`src/rtl/mux_pipe_sel.sv`:
```
// mux_pipe_sel: two-stage pipelined N-channel word multiplexer with optional
// bit-reversal and valid/ready flow control.
//
// Stage 1 selects channel in_sel from in_data (zero and flagged when in_sel is
// out of range). Stage 2 optionally bit-reverses the word and presents it.
//
// Ports:
//   clk, rst_n   clock, asynchronous active-low reset
//   in_valid     input transaction present
//   in_ready     block accepts input this cycle
//   in_data      NCH packed words, channel k at [k*WIDTH +: WIDTH]
//   in_sel       channel index
//   in_rev       bit-reverse the selected word
//   out_valid    output word present
//   out_ready    downstream accepts output
//   out_data     selected (optionally reversed) word
//   out_ch       raw channel index that produced out_data
//   out_err      in_sel was out of range for this word
//   busy         either stage holds a valid word
module mux_pipe_sel #(
   parameter int unsigned WIDTH = 16,
   parameter int unsigned NCH   = 4,
   localparam int unsigned SELW = (NCH > 2) ? $clog2(NCH) : 1
) (
   input  logic                   clk,
   input  logic                   rst_n,
   input  logic                   in_valid,
   output logic                   in_ready,
   input  logic [NCH*WIDTH-1:0]   in_data,
   input  logic [SELW-1:0]        in_sel,
   input  logic                   in_rev,
   output logic                   out_valid,
   input  logic                   out_ready,
   output logic [WIDTH-1:0]       out_data,
   output logic [SELW-1:0]        out_ch,
   output logic                   out_err,
   output logic                   busy
);

   // Stage 1 state
   logic             s1_valid_q, s1_valid_d;
   logic [WIDTH-1:0] s1_word_q,  s1_word_d;
   logic             s1_rev_q,   s1_rev_d;
   logic [SELW-1:0]  s1_ch_q,    s1_ch_d;
   logic             s1_err_q,   s1_err_d;

   // Stage 2 state
   logic             s2_valid_q, s2_valid_d;
   logic [WIDTH-1:0] s2_data_q,  s2_data_d;
   logic [SELW-1:0]  s2_ch_q,    s2_ch_d;
   logic             s2_err_q,   s2_err_d;

   logic             s2_adv, s1_adv;
   logic [WIDTH-1:0] sel_word;
   logic             sel_err;
   logic [WIDTH-1:0] rev_word;

   // A stage advances when it is empty or its consumer takes its word.
   assign s2_adv   = !s2_valid_q || out_ready;
   assign s1_adv   = !s1_valid_q || s2_adv;
   assign in_ready = s1_adv;

   // Channel select; out-of-range indices match no channel and leave zero.
   always_comb begin
      sel_word = '0;
      for (int unsigned k = 0; k < NCH; k++) begin
         if (in_sel == SELW'(k)) begin
            sel_word = in_data[k*WIDTH +: WIDTH];
         end
      end
      sel_err = (32'(in_sel) >= NCH);
   end

   // Bit reversal; for odd WIDTH the middle bit maps onto itself.
   always_comb begin
      rev_word = '0;
      for (int unsigned i = 0; i < WIDTH; i++) begin
         rev_word[i] = s1_word_q[WIDTH-1-i];
      end
   end

   always_comb begin
      s1_valid_d = s1_valid_q;
      s1_word_d  = s1_word_q;
      s1_rev_d   = s1_rev_q;
      s1_ch_d    = s1_ch_q;
      s1_err_d   = s1_err_q;
      if (s1_adv) begin
         s1_valid_d = in_valid;
         if (in_valid) begin
            s1_word_d = sel_word;
            s1_rev_d  = in_rev;
            s1_ch_d   = in_sel;
            s1_err_d  = sel_err;
         end
      end
   end

   always_comb begin
      s2_valid_d = s2_valid_q;
      s2_data_d  = s2_data_q;
      s2_ch_d    = s2_ch_q;
      s2_err_d   = s2_err_q;
      if (s2_adv) begin
         s2_valid_d = s1_valid_q;
         if (s1_valid_q) begin
            s2_data_d = s1_rev_q ? rev_word : s1_word_q;
            s2_ch_d   = s1_ch_q;
            s2_err_d  = s1_err_q;
         end
      end
   end

   always_ff @(posedge clk or negedge rst_n) begin
      if (!rst_n) begin
         s1_valid_q <= 1'b0;
         s1_word_q  <= '0;
         s1_rev_q   <= 1'b0;
         s1_ch_q    <= '0;
         s1_err_q   <= 1'b0;
         s2_valid_q <= 1'b0;
         s2_data_q  <= '0;
         s2_ch_q    <= '0;
         s2_err_q   <= 1'b0;
      end else begin
         s1_valid_q <= s1_valid_d;
         s1_word_q  <= s1_word_d;
         s1_rev_q   <= s1_rev_d;
         s1_ch_q    <= s1_ch_d;
         s1_err_q   <= s1_err_d;
         s2_valid_q <= s2_valid_d;
         s2_data_q  <= s2_data_d;
         s2_ch_q    <= s2_ch_d;
         s2_err_q   <= s2_err_d;
      end
   end

   assign out_valid = s2_valid_q;
   assign out_data  = s2_data_q;
   assign out_ch    = s2_ch_q;
   assign out_err   = s2_err_q;
   assign busy      = s1_valid_q || s2_valid_q;

endmodule
```
`config.mk`:
```
export PLATFORM = sky130hd
export DESIGN_NAME = mux_pipe_sel
export DESIGN_NICKNAME = d
export VERILOG_FILES = /design/src/rtl/mux_pipe_sel.sv
export SDC_FILE = /design/constraint.sdc
export NUM_CORES = 1
export LEC_CHECK = 0
export ABC_AREA = 1
export BUFFER_PORTS_ARGS = -buffer_cell sky130_fd_sc_hd__buf_4
export CAP_MARGIN = 20
export CORE_ASPECT_RATIO = 1.2
export CORE_MARGIN = 5
export CORE_UTILIZATION = 37
export CTS_CLUSTER_SIZE = 16
export DETAILED_ROUTE_END_ITERATION = 10
export SYNTH_ARGS = -nofsm -noshare
export SYNTH_HDL_FRONTEND = slang
export SYNTH_SLANG_ARGS = --single-unit
```
`constraint.sdc`:
```
create_clock -name clk -period 1.5 [get_ports clk]
set_input_delay 0.15 -clock clk [delete_from_list [all_inputs] [get_ports clk]]
set_output_delay 0.15 -clock clk [all_outputs]
set_load 0.02 [all_outputs]
```
==> results of run 1 <==
==> power groups by stage <==
stage	Combinational (mW)	Sequential, mW	Clock, mW
after floorplan	0.498	1.68	0
after global placement	1.23	1.51	0
after global routing	1.37	1.54	0.959
after CTS	1.24	1.50	0.921
after detailed placement	1.24	1.51	0
final	1.22	1.49	0.901
==> metrics by stage <==
stage,hold WS [ps],utilization (%)
after floorplan,-146,-
after global placement,149,50.3
final,98.0,52.5
after global routing,119,52.5
after detailed placement,147,50.3
after CTS,102,52.5
==> cells by family after synthesis <==
logic type / share of synthesized area [%]
AOI/OAI and AO/OA: 9.80
DFF: 45.5
buffers and inverters: 7.46
and+or+nand+nor: 37.1
other: 0.175
==> synth_stat cells, drive strengths merged <==
master  count  area share [%]
buf        15             4.8
clkbuf      3            0.58
clkinv      1            0.17
conb        1            0.17
dfrtp      39              45
inv        11             1.9
nand2     128              23
nand3      34             7.9
nor2       33             6.1
o21ai      42             9.8
or2         1            0.29
==> worst max path at each step <==
| stage | from | end |
|---|---|---|
| global route | out_valid | busy |
| global placement | s1_rev_q | out_data[3] |
| floorplan | out_valid | s1_ch_q[0] |
| CTS | out_valid | busy |
| detailed placement | s1_rev_q | out_data[15] |
| finish | out_valid | busy |
==> worst max-delay path, delay by kind of cell (launching register included) <==
family        cells  cell delay (ps)
buf+inv           1              160
flops             1              410
simple gates      1              300
==> layout make-up <==
type	instances	area [um2]
tap	80	100
fill	587	2690
sequential	39	977
clock inverter	2	35.0
multi-input combinational	239	1010
timing repair buffer	95	728
clock buffer	6	82.6
inverter	12	45.0
==> placed cells by master, fill, tap and decap left out, types with 4 or more instances in the layout <==
| cell type | n |
|---|---|
| sky130_fd_sc_hd__buf_4 | 93 |
| sky130_fd_sc_hd__clkbuf_8 | 6 |
| sky130_fd_sc_hd__dfrtp_1 | 38 |
| sky130_fd_sc_hd__inv_1 | 10 |
| sky130_fd_sc_hd__nand2_1 | 127 |
| sky130_fd_sc_hd__nand3_1 | 34 |
| sky130_fd_sc_hd__nor2_1 | 32 |
| sky130_fd_sc_hd__o21ai_0 | 38 |
| sky130_fd_sc_hd__o21ai_1 | 4 |
==> per-layer routing <==
| metal | vias up | wire length, um | part of all wire [%] | GRT usage [%] |
|---|---|---|---|---|
| li1 | 1147 | - | - | - |
| met1 | 942 | 2390 | 45 | 19.4 |
| met2 | 76 | 2470 | 46 | 23.7 |
| met3 | 6 | 431 | 8.0 | 4.72 |
| met4 | 0 | 74 | 1.4 | 5.59 |
| met5 | - | 0 | 0 | 0 |
==> timing repair <==
action                                  CTS  global route
hold endpoints to repair                 39             0
hold buffers                              1             0
endpoints found under the setup margin    0             6
resized for setup                         0             1
==> flip-flops by register name, indices dropped and copies added (netlist names) <==
| name | cells |
|---|---|
| s1_word_q | 16 |
| out_data | 16 |
| s1_ch_q | 2 |
| out_valid | 1 |
| s1_rev_q | 1 |
| s1_valid_q | 1 |
| out_ch | 2 |
==> flow_results.xml, run 1 <==
<?xml version="1.0" encoding="UTF-8"?>
<metrics>
  <group name="routing">
    <metric name="drcViolationCount" unit="">0</metric>
    <metric name="finalWirelength" unit="mm">5.37</metric>
    <metric name="detailedRoute.firstPassIterationCount" unit="">4</metric>
    <metric name="detailroute.via_count" unit="">2171</metric>
    <metric name="postRouteAntennaNets" unit="">0</metric>
    <metric name="route.detailed.vias_per_inst" unit="">4.59</metric>
    <metric name="route.detailed.wl_per_inst" unit="um">11.3</metric>
    <metric name="drt_iter0_markers" unit="">136</metric>
  </group>
  <group name="power">
    <metric name="clkPwrFrac" unit="%">24.9</metric>
    <metric name="sw_frac_of_total" unit="%">33.6</metric>
    <metric name="power_switching" unit="mW">1.22</metric>
    <metric name="share_comb_of_total_power" unit="%">33.8</metric>
    <metric name="leakage" unit="nW">1.59</metric>
    <metric name="fin_total_pwr" unit="mW">3.61</metric>
    <metric name="seqPwrFrac" unit="%">41.3</metric>
    <metric name="ir_worst_vdd" unit="V">0.000417</metric>
    <metric name="power_density_cells" unit="nW/um2">1210</metric>
    <metric name="internal" unit="mW">2.40</metric>
  </group>
  <group name="placed_design">
    <metric name="dpl-instance-area" unit="um2">2850</metric>
    <metric name="place_congestion" unit="">0.758</metric>
    <metric name="post-place-cells" unit="">464</metric>
    <metric name="buffer_ports.inserted" unit="">91</metric>
    <metric name="place.detailed.hpwl" unit="mm">4.11</metric>
    <metric name="place_ws" unit="ps">210</metric>
  </group>
  <group name="setup_path">
    <metric name="critical_path_peak_fanout" unit="">4</metric>
    <metric name="cp_data_arrival_time" unit="ps">1160</metric>
    <metric name="worst_path_max_delay_cell" unit="">sky130_fd_sc_hd__dfrtp_1</metric>
    <metric name="ordered_cell_list_for_the_critical_path" unit="">or2_2 -&gt; buf_4</metric>
    <metric name="worst-endpoint-required" unit="ps">1350</metric>
    <metric name="timing_worst_setup_path_type" unit="">reg -&gt; out</metric>
    <metric name="worst_path_largest_cell_delay" unit="ps">410</metric>
    <metric name="r2r_end" unit="">out_ch[1]</metric>
    <metric name="end_kind" unit="">primary output</metric>
    <metric name="cp-start-kind" unit="">flop</metric>
    <metric name="ff2ff_path_depth" unit="">5</metric>
    <metric name="reg2reg_slack" unit="ps">320</metric>
    <metric name="crit-reg2reg-launch" unit="">out_valid</metric>
  </group>
  <group name="sta">
    <metric name="setup_total_negative_slack" unit="ps">0</metric>
    <metric name="slew_viol_final" unit="">0</metric>
    <metric name="finalSetupViolCount" unit="">0</metric>
    <metric name="fin_worst_skew" unit="ps">6.60</metric>
    <metric name="final.setup.worst_slack" unit="ps">191</metric>
    <metric name="fmax" unit="MHz">764</metric>
    <metric name="hold_viol" unit="">0</metric>
    <metric name="period_needed" unit="ps">1310</metric>
    <metric name="finalCritPeriodShare" unit="%">87.3</metric>
    <metric name="grt_setup_unrepaired" unit="">false</metric>
  </group>
  <group name="global_route">
    <metric name="track_usage" unit="%">15.1</metric>
    <metric name="number_of_global_route_vias_before_repair" unit="">2035</metric>
    <metric name="grt_antenna_before_repair" unit="">0</metric>
    <metric name="largest_net_degree_at_the_start_of_global_routing" unit="">40</metric>
    <metric name="grt_first_pass_wirelength" unit="mm">9.04</metric>
    <metric name="overflow" unit="">0</metric>
  </group>
  <group name="synth">
    <metric name="post_synth_instance_area" unit="um2">2150</metric>
    <metric name="syn-instance-count" unit="">308</metric>
    <metric name="synth_sequential_area_ratio" unit="%">45.5</metric>
    <metric name="synth.ff_latch_count" unit="">39</metric>
    <metric name="distinct_cell_type_count_of_the_synthesized_netlist" unit="">18</metric>
    <metric name="synthesis.area_per_instance" unit="um2">6.97</metric>
    <metric name="synthesis.nets" unit="">379</metric>
    <metric name="synth.yosys.warnings" unit="">0</metric>
  </group>
  <group name="clocking">
    <metric name="clock_latency" unit="ps">300</metric>
    <metric name="cts_made_buffers" unit="">5</metric>
    <metric name="cts_setup_buffers" unit="">0</metric>
    <metric name="clk_root_buffer_cell" unit="">sky130_fd_sc_hd__clkbuf_8</metric>
    <metric name="clock_tree_from_tritoncts" unit="">done</metric>
    <metric name="clock_sinks" unit="">39</metric>
    <metric name="path_clk_slew" unit="ps">70</metric>
    <metric name="cts_max_level" unit="">2</metric>
    <metric name="cts_buffer_depth" unit="">2</metric>
  </group>
  <group name="cells_and_area">
    <metric name="antennaDiodeCount" unit="">0</metric>
    <metric name="area_grow_syn2layout" unit="%">38.8</metric>
    <metric name="finalInstanceArea" unit="um2">2980</metric>
    <metric name="fraction_of_layout_cells_with_a_size_suffix_above_1" unit="%">27.2</metric>
    <metric name="final-instance-count-excl-fill" unit="">473</metric>
    <metric name="layout.nets" unit="">463</metric>
  </group>
  <group name="run">
    <metric name="max_cap_violations" unit="">0</metric>
  </group>
  <group name="die">
    <metric name="start_util" unit="%">37.9</metric>
    <metric name="dieHeight" unit="um">93.4</metric>
    <metric name="core_area" unit="um2">5670</metric>
    <metric name="fp.dieArea" unit="um2">7430</metric>
    <metric name="number_of_rows_in_the_core_area" unit="">30</metric>
    <metric name="i_o_pins" unit="">93</metric>
    <metric name="die_w" unit="um">79.5</metric>
  </group>
  <group name="min_path">
    <metric name="startpoint_of_the_tightest_hold_check_path" unit="">in_rev</metric>
    <metric name="hold_depth" unit="">3</metric>
    <metric name="hp-class" unit="">in -&gt; reg</metric>
    <metric name="min_delay_worst_endpoint" unit="">s1_rev_q</metric>
  </group>
  <group name="outcome">
    <metric name="run_status" unit="">completed</metric>
  </group>
</metrics>
(Power assumes the default switching activity.)
==> run 2, diff against run 1 <==
Settings changed: CORE_ASPECT_RATIO 1.2 to unset.
==> flow_results.xml, run 2 (synthesis results as in run 1) <==
<?xml version="1.0" encoding="UTF-8"?>
<metrics>
  <group name="sta">
    <metric name="fmax" unit="MHz">771</metric>
    <metric name="slew_viol_final" unit="">0</metric>
    <metric name="grt_setup_unrepaired" unit="">false</metric>
    <metric name="setup_total_negative_slack" unit="ps">0</metric>
    <metric name="finalCritPeriodShare" unit="%">86.4</metric>
    <metric name="hold_viol" unit="">0</metric>
    <metric name="final.setup.worst_slack" unit="ps">203</metric>
    <metric name="finalSetupViolCount" unit="">0</metric>
    <metric name="period_needed" unit="ps">1300</metric>
    <metric name="fin_worst_skew" unit="ps">7.04</metric>
  </group>
  <group name="min_path">
    <metric name="hp-class" unit="">in -&gt; reg</metric>
  </group>
  <group name="clocking">
    <metric name="cts_setup_buffers" unit="">0</metric>
    <metric name="clock_tree_from_tritoncts" unit="">done</metric>
    <metric name="cts_made_buffers" unit="">5</metric>
    <metric name="path_clk_slew" unit="ps">70</metric>
    <metric name="clock_latency" unit="ps">280</metric>
    <metric name="clk_root_buffer_cell" unit="">sky130_fd_sc_hd__clkbuf_8</metric>
    <metric name="cts_buffer_depth" unit="">2</metric>
    <metric name="clock_sinks" unit="">39</metric>
    <metric name="cts_max_level" unit="">2</metric>
  </group>
  <group name="power">
    <metric name="ir_worst_vdd" unit="V">0.000666</metric>
    <metric name="leakage" unit="nW">1.56</metric>
    <metric name="internal" unit="mW">2.18</metric>
    <metric name="seqPwrFrac" unit="%">44.5</metric>
    <metric name="share_comb_of_total_power" unit="%">36.0</metric>
    <metric name="power_density_cells" unit="nW/um2">1150</metric>
    <metric name="sw_frac_of_total" unit="%">35.3</metric>
    <metric name="fin_total_pwr" unit="mW">3.37</metric>
    <metric name="clkPwrFrac" unit="%">19.5</metric>
    <metric name="power_switching" unit="mW">1.19</metric>
  </group>
  <group name="placed_design">
    <metric name="place.detailed.hpwl" unit="mm">4.36</metric>
    <metric name="place_ws" unit="ps">170</metric>
    <metric name="buffer_ports.inserted" unit="">91</metric>
    <metric name="dpl-instance-area" unit="um2">2830</metric>
    <metric name="place_congestion" unit="">0.735</metric>
  </group>
  <group name="global_route">
    <metric name="number_of_global_route_vias_before_repair" unit="">2073</metric>
    <metric name="overflow" unit="">0</metric>
    <metric name="grt_first_pass_wirelength" unit="mm">9.38</metric>
    <metric name="grt_antenna_before_repair" unit="">0</metric>
    <metric name="largest_net_degree_at_the_start_of_global_routing" unit="">40</metric>
    <metric name="track_usage" unit="%">15.7</metric>
  </group>
  <group name="setup_path">
    <metric name="end_kind" unit="">primary output</metric>
    <metric name="timing_worst_setup_path_type" unit="">reg -&gt; out</metric>
    <metric name="cp-start-kind" unit="">flop</metric>
    <metric name="worst-endpoint-required" unit="ps">1350</metric>
    <metric name="cp_data_arrival_time" unit="ps">1150</metric>
    <metric name="critical_path_peak_fanout" unit="">4</metric>
  </group>
  <group name="routing">
    <metric name="finalWirelength" unit="mm">5.56</metric>
    <metric name="route.detailed.wl_per_inst" unit="um">12.0</metric>
    <metric name="met2_wirelength" unit="mm">2.20</metric>
    <metric name="detailroute.via_count" unit="">2148</metric>
    <metric name="detailedRoute.firstPassIterationCount" unit="">4</metric>
    <metric name="drt_iter0_markers" unit="">70</metric>
    <metric name="met3WireLength" unit="um">570</metric>
    <metric name="topRoutingLayerUsed" unit="">met4</metric>
    <metric name="postRouteAntennaNets" unit="">0</metric>
    <metric name="drcViolationCount" unit="">0</metric>
    <metric name="met1_length" unit="mm">2.75</metric>
    <metric name="route.detailed.vias_per_inst" unit="">4.63</metric>
  </group>
  <group name="cells_and_area">
    <metric name="area_grow_syn2layout" unit="%">36.3</metric>
    <metric name="finalInstanceArea" unit="um2">2920</metric>
    <metric name="fraction_of_layout_cells_with_a_size_suffix_above_1" unit="%">26.5</metric>
    <metric name="layout.core_utilization" unit="%">52.5</metric>
    <metric name="layout.cells.most_common_list" unit="">sky130_fd_sc_hd__nand2_1 (127), sky130_fd_sc_hd__buf_4 (92), sky130_fd_sc_hd__o21ai_0 (38), sky130_fd_sc_hd__dfrtp_1 (38), sky130_fd_sc_hd__nand3_1 (34)</metric>
    <metric name="layout.cells.most_common" unit="">sky130_fd_sc_hd__nand2_1</metric>
    <metric name="fillerInstances" unit="">577</metric>
    <metric name="layout.nets" unit="">462</metric>
    <metric name="antennaDiodeCount" unit="">0</metric>
  </group>
  <group name="die">
    <metric name="fp.dieArea" unit="um2">7420</metric>
    <metric name="die_w" unit="um">86.2</metric>
    <metric name="number_of_rows_in_the_core_area" unit="">27</metric>
    <metric name="start_util" unit="%">38.5</metric>
    <metric name="i_o_pins" unit="">93</metric>
    <metric name="core_area" unit="um2">5570</metric>
    <metric name="dieHeight" unit="um">86.2</metric>
  </group>
  <group name="run">
    <metric name="max_cap_violations" unit="">0</metric>
  </group>
  <group name="outcome">
    <metric name="run_status" unit="">completed</metric>
  </group>
</metrics>
==> run 2: worst max-delay path, cell delays in order (launching register included) <==
cell	delay, ps
sky130_fd_sc_hd__dfrtp_1	410
sky130_fd_sc_hd__or2_2	300
sky130_fd_sc_hd__buf_4	160
==> run 2: path summary, 6_finish.rpt <==
path | start | endpoint | slack [ps] | cells past startpoint
max in group asynchronous | rst_n | s1_rev_q | 770 | 2
min in group asynchronous | rst_n | s1_valid_q | 370 | 2
worst max-delay path | out_valid | busy | 200 | 2
worst min-delay path | in_rev | s1_rev_q | 110 | 3
worst max register to register | out_valid | s1_word_q[2] | 340 | 6
worst min register to register | out_data[5] | out_data[5] | 480 | 2
==> run 2: layout make-up <==
cell class                      count  area, um2  share of cell area, %
Multi-Input combinational cell    239       1010                   34.5
Clock inverter                      1       5.00                  0.171
Timing Repair Buffer               94        721                   24.6
Inverter                           12       45.0                   1.54
Sequential cell                    39        977                   33.4
Clock buffer                        7       76.3                   2.61
Tap cell                           72       90.1                   3.08
==> run 2: stage by stage <==
step	hold slack (ps)	std cells
floorplan	-146	308
global placement	152	455
detailed placement	148	455
CTS	111	464
global route	116	464
finish	114	464
==> run 2: power groups by stage <==
stage | Combinational [mW] | Sequential (mW) | Clock, mW
floorplan | 0.498 | 1.68 | 0
global placement | 1.22 | 1.51 | 0
detailed placement | 1.23 | 1.52 | 0
CTS | 1.24 | 1.50 | 0.676
global route | 1.36 | 1.55 | 0.714
finish | 1.21 | 1.50 | 0.656
==> run 2: timing repair <==
| action | CTS | global route |
|---|---|---|
| gates resized for setup | 0 | 1 |
| endpoints found under the setup margin | 0 | 2 |
| hold buffers | 1 | 0 |
| hold endpoints to repair | 39 | 0 |
==> run 2: routing by layer <==
layer,global-route usage [%],vias up
met5,0,-
met4,4.75,0
met3,6.05,2
met2,23.0,87
met1,21.5,915
li1,-,1144
